File: config.mk
export PLATFORM = sky130hd
export DESIGN_NAME = ram_4x4_ctrl_flat
export DESIGN_NICKNAME = d
export VERILOG_FILES = /design/src/rtl/ram_4x4_ctrl_if.sv /design/src/rtl/ram_4x4_ctrl.sv /design/src/flat_wrapper.sv
export SDC_FILE = /design/constraint.sdc
export NUM_CORES = 1
export LEC_CHECK = 0
export ABC_AREA = 1
export CAP_MARGIN = 15
export CORE_ASPECT_RATIO = 1.75
export CORE_MARGIN = 1
export CORE_UTILIZATION = 54
export DETAILED_ROUTE_END_ITERATION = 10
export GPL_TIMING_DRIVEN = 1
export PLACE_DENSITY = 0.88
export SKIP_LAST_GASP = 1
export SYNTH_ARGS = -nofsm -noshare
export SYNTH_HDL_FRONTEND = slang
export SYNTH_SLANG_ARGS = --single-unit
export TNS_END_PERCENT = 5
File: constraint.sdc
create_clock -name clk -period 2.4 [get_ports clk]
set_input_delay 0.48 -clock clk [delete_from_list [all_inputs] [get_ports clk]]
set_output_delay 0.48 -clock clk [all_outputs]
set_load 0.1 [all_outputs]
File: src/rtl/ram_4x4_ctrl_if.sv
// ram_4x4_ctrl_if: client-side command/response bus of the RAM controller.
interface ram_4x4_ctrl_if #(parameter int DATA_W = 4, parameter int ADDR_W = 2);
  logic              cmd_valid;
  logic              cmd_ready;
  logic              cmd_we;
  logic [ADDR_W-1:0] cmd_addr;
  logic [DATA_W-1:0] cmd_wdata;
  logic              rsp_valid;
  logic              rsp_ready;
  logic [DATA_W-1:0] rsp_data;
  modport master (output cmd_valid, cmd_we, cmd_addr, cmd_wdata, rsp_ready,
                  input  cmd_ready, rsp_valid, rsp_data);
  modport slave  (input  cmd_valid, cmd_we, cmd_addr, cmd_wdata, rsp_ready,
                  output cmd_ready, rsp_valid, rsp_data);
endinterface

File: src/rtl/ram_4x4_ctrl.sv
// ram_4x4_ctrl: FIFO-buffered command front-end driving a 4x4 RAM, one en pulse per command.
// Optional RAM_CTRL_INIT_EN zero-fills every RAM word after reset before accepting commands.
module ram_4x4_ctrl #(
  parameter int DATA_W    = 4,
  parameter int ADDR_W    = 2,
  parameter int CMD_DEPTH = 4
) (
  input  logic              clk,
  input  logic              rst_n,
  ram_4x4_ctrl_if.slave     bus,
  output logic              ram_en,
  output logic              ram_rw,
  output logic [ADDR_W-1:0] ram_addr,
  output logic [DATA_W-1:0] ram_din,
  input  logic [DATA_W-1:0] ram_dout,
  output logic              idle
);
  localparam int PW = $clog2(CMD_DEPTH);
  localparam int EW = 1 + ADDR_W + DATA_W;
`ifdef RAM_CTRL_INIT_EN
  typedef enum logic [1:0] {INIT, IDLE, ISSUE, RESP} state_t;
  localparam state_t RST_ST = INIT;
`else
  typedef enum logic [1:0] {IDLE, ISSUE, RESP} state_t;
  localparam state_t RST_ST = IDLE;
`endif
  state_t            state_q, state_d;
  logic [EW-1:0]     fifo_mem [CMD_DEPTH];
  logic [PW-1:0]     wr_ptr_q, wr_ptr_d, rd_ptr_q, rd_ptr_d;
  logic [PW:0]       count_q, count_d;
  logic              ram_en_q, ram_en_d, ram_rw_q, ram_rw_d;
  logic [ADDR_W-1:0] ram_addr_q, ram_addr_d;
  logic [DATA_W-1:0] ram_din_q, ram_din_d;
  logic              rsp_valid_q, rsp_valid_d;
  logic [DATA_W-1:0] rsp_data_q, rsp_data_d;
  logic              full, push, pop, h_we;
  logic [ADDR_W-1:0] h_addr;
  logic [DATA_W-1:0] h_data;
  assign full = count_q == (PW+1)'(CMD_DEPTH);
`ifdef RAM_CTRL_INIT_EN
  assign bus.cmd_ready = !full && state_q != INIT;
`else
  assign bus.cmd_ready = !full;
`endif
  assign push = bus.cmd_valid && bus.cmd_ready;
  assign pop  = state_q == IDLE && count_q != '0;
  assign {h_we, h_addr, h_data} = fifo_mem[rd_ptr_q];
  assign ram_en        = ram_en_q;
  assign ram_rw        = ram_rw_q;
  assign ram_addr      = ram_addr_q;
  assign ram_din       = ram_din_q;
  assign bus.rsp_valid = rsp_valid_q;
  assign bus.rsp_data  = rsp_data_q;
  assign idle          = state_q == IDLE && count_q == '0;
  always_comb begin
    wr_ptr_d    = push ? wr_ptr_q + PW'(1) : wr_ptr_q;
    rd_ptr_d    = pop ? rd_ptr_q + PW'(1) : rd_ptr_q;
    count_d     = count_q + (PW+1)'(push) - (PW+1)'(pop);
    state_d     = state_q;
    ram_en_d    = 1'b0;
    ram_rw_d    = ram_rw_q;
    ram_addr_d  = ram_addr_q;
    ram_din_d   = ram_din_q;
    rsp_valid_d = rsp_valid_q;
    rsp_data_d  = rsp_data_q;
    case (state_q)
`ifdef RAM_CTRL_INIT_EN
      INIT: begin
        // first INIT cycle is idle; then one zero-write per address, leaving after the top one
        ram_en_d   = !(ram_en_q && ram_addr_q == '1);
        ram_rw_d   = 1'b1;
        ram_din_d  = '0;
        ram_addr_d = ram_en_q ? ram_addr_q + ADDR_W'(1) : '0;
        state_d    = ram_en_d ? INIT : IDLE;
      end
`endif
      IDLE: if (pop) begin
        ram_en_d   = 1'b1;
        ram_rw_d   = h_we;
        ram_addr_d = h_addr;
        ram_din_d  = h_we ? h_data : '0;
        state_d    = ISSUE;
      end
      ISSUE: if (ram_rw_q) state_d = IDLE;
      else begin
        rsp_data_d  = ram_dout;
        rsp_valid_d = 1'b1;
        state_d     = RESP;
      end
      RESP: if (bus.rsp_ready) begin
        rsp_valid_d = 1'b0;
        state_d     = IDLE;
      end
      default: state_d = IDLE;
    endcase
  end
  always_ff @(posedge clk)
    if (push) fifo_mem[wr_ptr_q] <= {bus.cmd_we, bus.cmd_addr, bus.cmd_wdata};
  always_ff @(posedge clk or negedge rst_n)
    if (!rst_n) begin
      state_q     <= RST_ST;
      wr_ptr_q    <= '0;
      rd_ptr_q    <= '0;
      count_q     <= '0;
      ram_en_q    <= 1'b0;
      ram_rw_q    <= 1'b0;
      ram_addr_q  <= '0;
      ram_din_q   <= '0;
      rsp_valid_q <= 1'b0;
      rsp_data_q  <= '0;
    end else begin
      state_q     <= state_d;
      wr_ptr_q    <= wr_ptr_d;
      rd_ptr_q    <= rd_ptr_d;
      count_q     <= count_d;
      ram_en_q    <= ram_en_d;
      ram_rw_q    <= ram_rw_d;
      ram_addr_q  <= ram_addr_d;
      ram_din_q   <= ram_din_d;
      rsp_valid_q <= rsp_valid_d;
      rsp_data_q  <= rsp_data_d;
    end
endmodule

File: src/flat_wrapper.sv
// flat-port wrapper written by rule: the top's interface ports become plain ports
module ram_4x4_ctrl_flat 
#(
  parameter int DATA_W    = 4,
  parameter int ADDR_W    = 2,
  parameter int CMD_DEPTH = 4
)
  (clk, rst_n, ram_en, ram_rw, ram_addr, ram_din, ram_dout, idle, bus_cmd_valid, bus_cmd_we, bus_cmd_addr, bus_cmd_wdata, bus_rsp_ready, bus_cmd_ready, bus_rsp_valid, bus_rsp_data);
  ram_4x4_ctrl_if #(.DATA_W(DATA_W), .ADDR_W(ADDR_W)) bus_i ();
  input  logic clk;
  input  logic rst_n;
  output logic ram_en;
  output logic ram_rw;
  output logic [ADDR_W-1:0] ram_addr;
  output logic [DATA_W-1:0] ram_din;
  input  logic [DATA_W-1:0] ram_dout;
  output logic idle;
  input wire logic [$bits(bus_i.cmd_valid)-1:0] bus_cmd_valid;
  input wire logic [$bits(bus_i.cmd_we)-1:0] bus_cmd_we;
  input wire logic [$bits(bus_i.cmd_addr)-1:0] bus_cmd_addr;
  input wire logic [$bits(bus_i.cmd_wdata)-1:0] bus_cmd_wdata;
  input wire logic [$bits(bus_i.rsp_ready)-1:0] bus_rsp_ready;
  output wire logic [$bits(bus_i.cmd_ready)-1:0] bus_cmd_ready;
  output wire logic [$bits(bus_i.rsp_valid)-1:0] bus_rsp_valid;
  output wire logic [$bits(bus_i.rsp_data)-1:0] bus_rsp_data;
  assign bus_i.cmd_valid = bus_cmd_valid;
  assign bus_i.cmd_we = bus_cmd_we;
  assign bus_i.cmd_addr = bus_cmd_addr;
  assign bus_i.cmd_wdata = bus_cmd_wdata;
  assign bus_i.rsp_ready = bus_rsp_ready;
  assign bus_cmd_ready = bus_i.cmd_ready;
  assign bus_rsp_valid = bus_i.rsp_valid;
  assign bus_rsp_data = bus_i.rsp_data;
  ram_4x4_ctrl #(.DATA_W(DATA_W), .ADDR_W(ADDR_W), .CMD_DEPTH(CMD_DEPTH)) u_core (.clk(clk), .rst_n(rst_n), .bus(bus_i), .ram_en(ram_en), .ram_rw(ram_rw), .ram_addr(ram_addr), .ram_din(ram_din), .ram_dout(ram_dout), .idle(idle));
endmodule
==> results.cfg <==
[clocking]
post_cts.repair.setup_buffers = 0
cts_tree = built
cts_resized = 0
cts_sinks = 50
postCtsHoldBufs = 0
cts_inserted_buffers = 5
clockBufferDepth = 2
cts_max_level = 2
cts.clk_slew.worst_paths_ns = 0.09
cts_root_buffer = clkbuf_8
clk-insertion-delay-late_ns = 0.30

[floorplanning]
die_h_um = 86.1
start_util_pct = 56.4
die_x_um = 50.0
dieArea_sq_um = 4310
row_count = 30
num_io_pins = 30
core_sq_um = 3870

[sta]
hold_viol_final = 0
setup_violations = 0
fin_crit_sh_pct = 79.0
period_minus_slack_ns = 1.90
tightest_slew_ns = 0.625
fmax_mhz = 527
finClkSkew_ns = 0.0114
setup_tns_ns = 0
max_slew_margin_pct = 58.3
rsz0062_at_grt = no
slew_viol_final = 0
fin_hold_ws_ns = 0.497

[global_routing]
grt-busiest-layer = met2
grt_usage_pct = 20.6
grt_max_degree = 23
gr-usage-met2_pct = 38.1
use_met3_pct = 3.90
grt_pass1_wl_um = 6450
grt_use_met1_pct = 22.0
overflow = 0
antenna_found_initial = 0
grt_pass1_vias = 1450

[critical_path]
crit_path_max_incr_delay_ns = 0.44
arrival_ns = 1.42
cpLargestDelayFamily = simple AND/OR/NAND/NOR gates
crit_chain = nor2_4 > nand2_1 > nor2_1 > buf_12
cp-start-kind = flop
cp_data_required_time_ns = 1.92
path_buf_inv = 1
crit_fanout = 4
crit_type = flop to primary output
slowest_stage = dfrtp_1
setup.worst_path.end_class = primary output

[synth]
synth_nets = 229
synth_top_cell_by_area = edfxtp_1
synthDistinctLibCells = 23
yosysMostFrequentCell = nand2_1
synth_top_area_share_pct = 38.6
syn_area_sq_um = 2180
postSynthCellCount = 207
syn_avg_cell_area_sq_um = 10.5
synth_area_leaders = edfxtp_1, dfrtp_1, nand2_1
yosysSeqAreaShare_pct = 63.8
synth.ff_latch_count = 50
yosysWarnings = 0
ys.flop_type = edfxtp_1
ys_async_sr_fraction_pct = 44.0
synth_commonest_cells = nand2_1, inv_1, edfxtp_1, dfrtp_1, nand3_1
synth_edf_count = 28

[detailed_routing]
vias = 1458
postRouteAntennaNets = 0
drt-vias-per-instance = 4.98
drt-total-wl_um = 3760
routedWlPerCell_um = 12.8
drc = 0
drt_iter0_drc = 39
dr.pass1.iters = 5

[final_layout]
num_antenna_cells = 0
syn2layout_area_growth_pct = 19.9
drive_gt1_share_pct = 17.1
fin_nets = 266

[hold_path]
hp-class = flop to flop

[place]
dp_hpwl_um = 2730
gp_congestion = 0.728
port_buffers = 29

[outcome]
status = complete, no violations

[job]
max_cap_viol_count = 0
[per-layer routing]
layer  up-vias  share of wire (%)
met5         -                  0
met4         0                2.5
met3         8                3.6
met2        38                 57
met1       692                 37
li1        720                  -
[cell type report]
type                            instances  area [sq um]
Sequential cell                        50          1390
Multi-Input combinational cell        111           587
Clock inverter                          2          37.5
Timing Repair Buffer                   35           310
Tap cell                               48          60.1
Inverter                               41           156
Clock buffer                            6          72.6
Fill cell                             293          1250
[logic make-up (layout without fill, tap and decap cells)]
logic type | count (synthesis) | in the layout | synth area share (%)
simple gates | 86 | 86 | 17.1
flops | 50 | 50 | 63.8
buf+inv | 46 | 84 | 9.29
compound gates | 14 | 14 | 3.84
fa+ha+maj | 7 | 7 | 4.36
xor+xnor | 4 | 4 | 1.61
[through the flow]
step	utilization [%]	instances	area, sq um	setup WS (ns)
floorplan	-	207	2180	0.0135
global placement	64.8	285	2500	0.463
detailed placement	64.8	285	2500	0.424
CTS	67.6	293	2620	0.499
global route	67.6	293	2620	0.402
finish	67.6	293	2620	0.503
[path summary, 6_finish.rpt]
check,start,to,slack (ns),cells after the start
worst max-delay path,u_core.count_q[1]$_DFF_PN0_,idle,0.50,4
worst min-delay path,u_core.bus.rsp_valid$_DFFE_PN0P_,u_core.bus.rsp_valid$_DFFE_PN0P_,0.50,2
worst max register to register,u_core.count_q[1]$_DFF_PN0_,u_core.count_q[2]$_DFF_PN0_,0.58,7
worst min register to register,u_core.bus.rsp_valid$_DFFE_PN0P_,u_core.bus.rsp_valid$_DFFE_PN0P_,0.50,2
max in group asynchronous,rst_n,u_core.bus.rsp_valid$_DFFE_PN0P_,1.65,2
min in group asynchronous,rst_n,u_core.rd_ptr_q[0]$_DFFE_PN0P_,0.53,2
[cells in the final DEF, fill, tap and decap left out]
cell / count
nand2_2: 4
o21ai_0: 4
inv_4: 1
fa_1: 1
xor2_1: 3
edfxtp_1: 28
o31ai_1: 1
nand3_1: 16
clkbuf_8: 5
nor2_1: 13
buf_12: 1
clkinvlp_4: 1
xnor2_1: 1
clkdlybuf4s50_1: 14
o21ai_1: 7
inv_1: 35
clkbuf_1: 1
nand2_1: 50
inv_2: 5
nand3_2: 2
bufinv_16: 1
dfrtp_1: 22
buf_4: 20
nor2_4: 1
a21oi_4: 1
a21oi_1: 1
ha_1: 6
[worst register-to-register path, delay by kind of cell (launching register included)]
kind | cells | cell delay [ns]
buf+inv | 1 | 0.04
flops | 1 | 0.44
fa+ha+maj | 3 | 0.83
compound gates | 1 | 0.07
simple gates | 1 | 0.16
xor+xnor | 1 | 0.17
[registers in the layout, indices dropped and copies added, names as in the netlist]
register	count
u_core.fifo_mem	28
u_core.bus.rsp_data	4
u_core.state_q	2
u_core.ram_rw	1
u_core.rd_ptr_q	2
u_core.ram_addr	2
u_core.ram_din	4
u_core.ram_en	1
u_core.count_q	3
u_core.bus.rsp_valid	1
u_core.wr_ptr_q	2
Power is left out: the tool's default activity adds up to more than one toggle a clock period on the data nets, which glitch-free logic cannot reach.
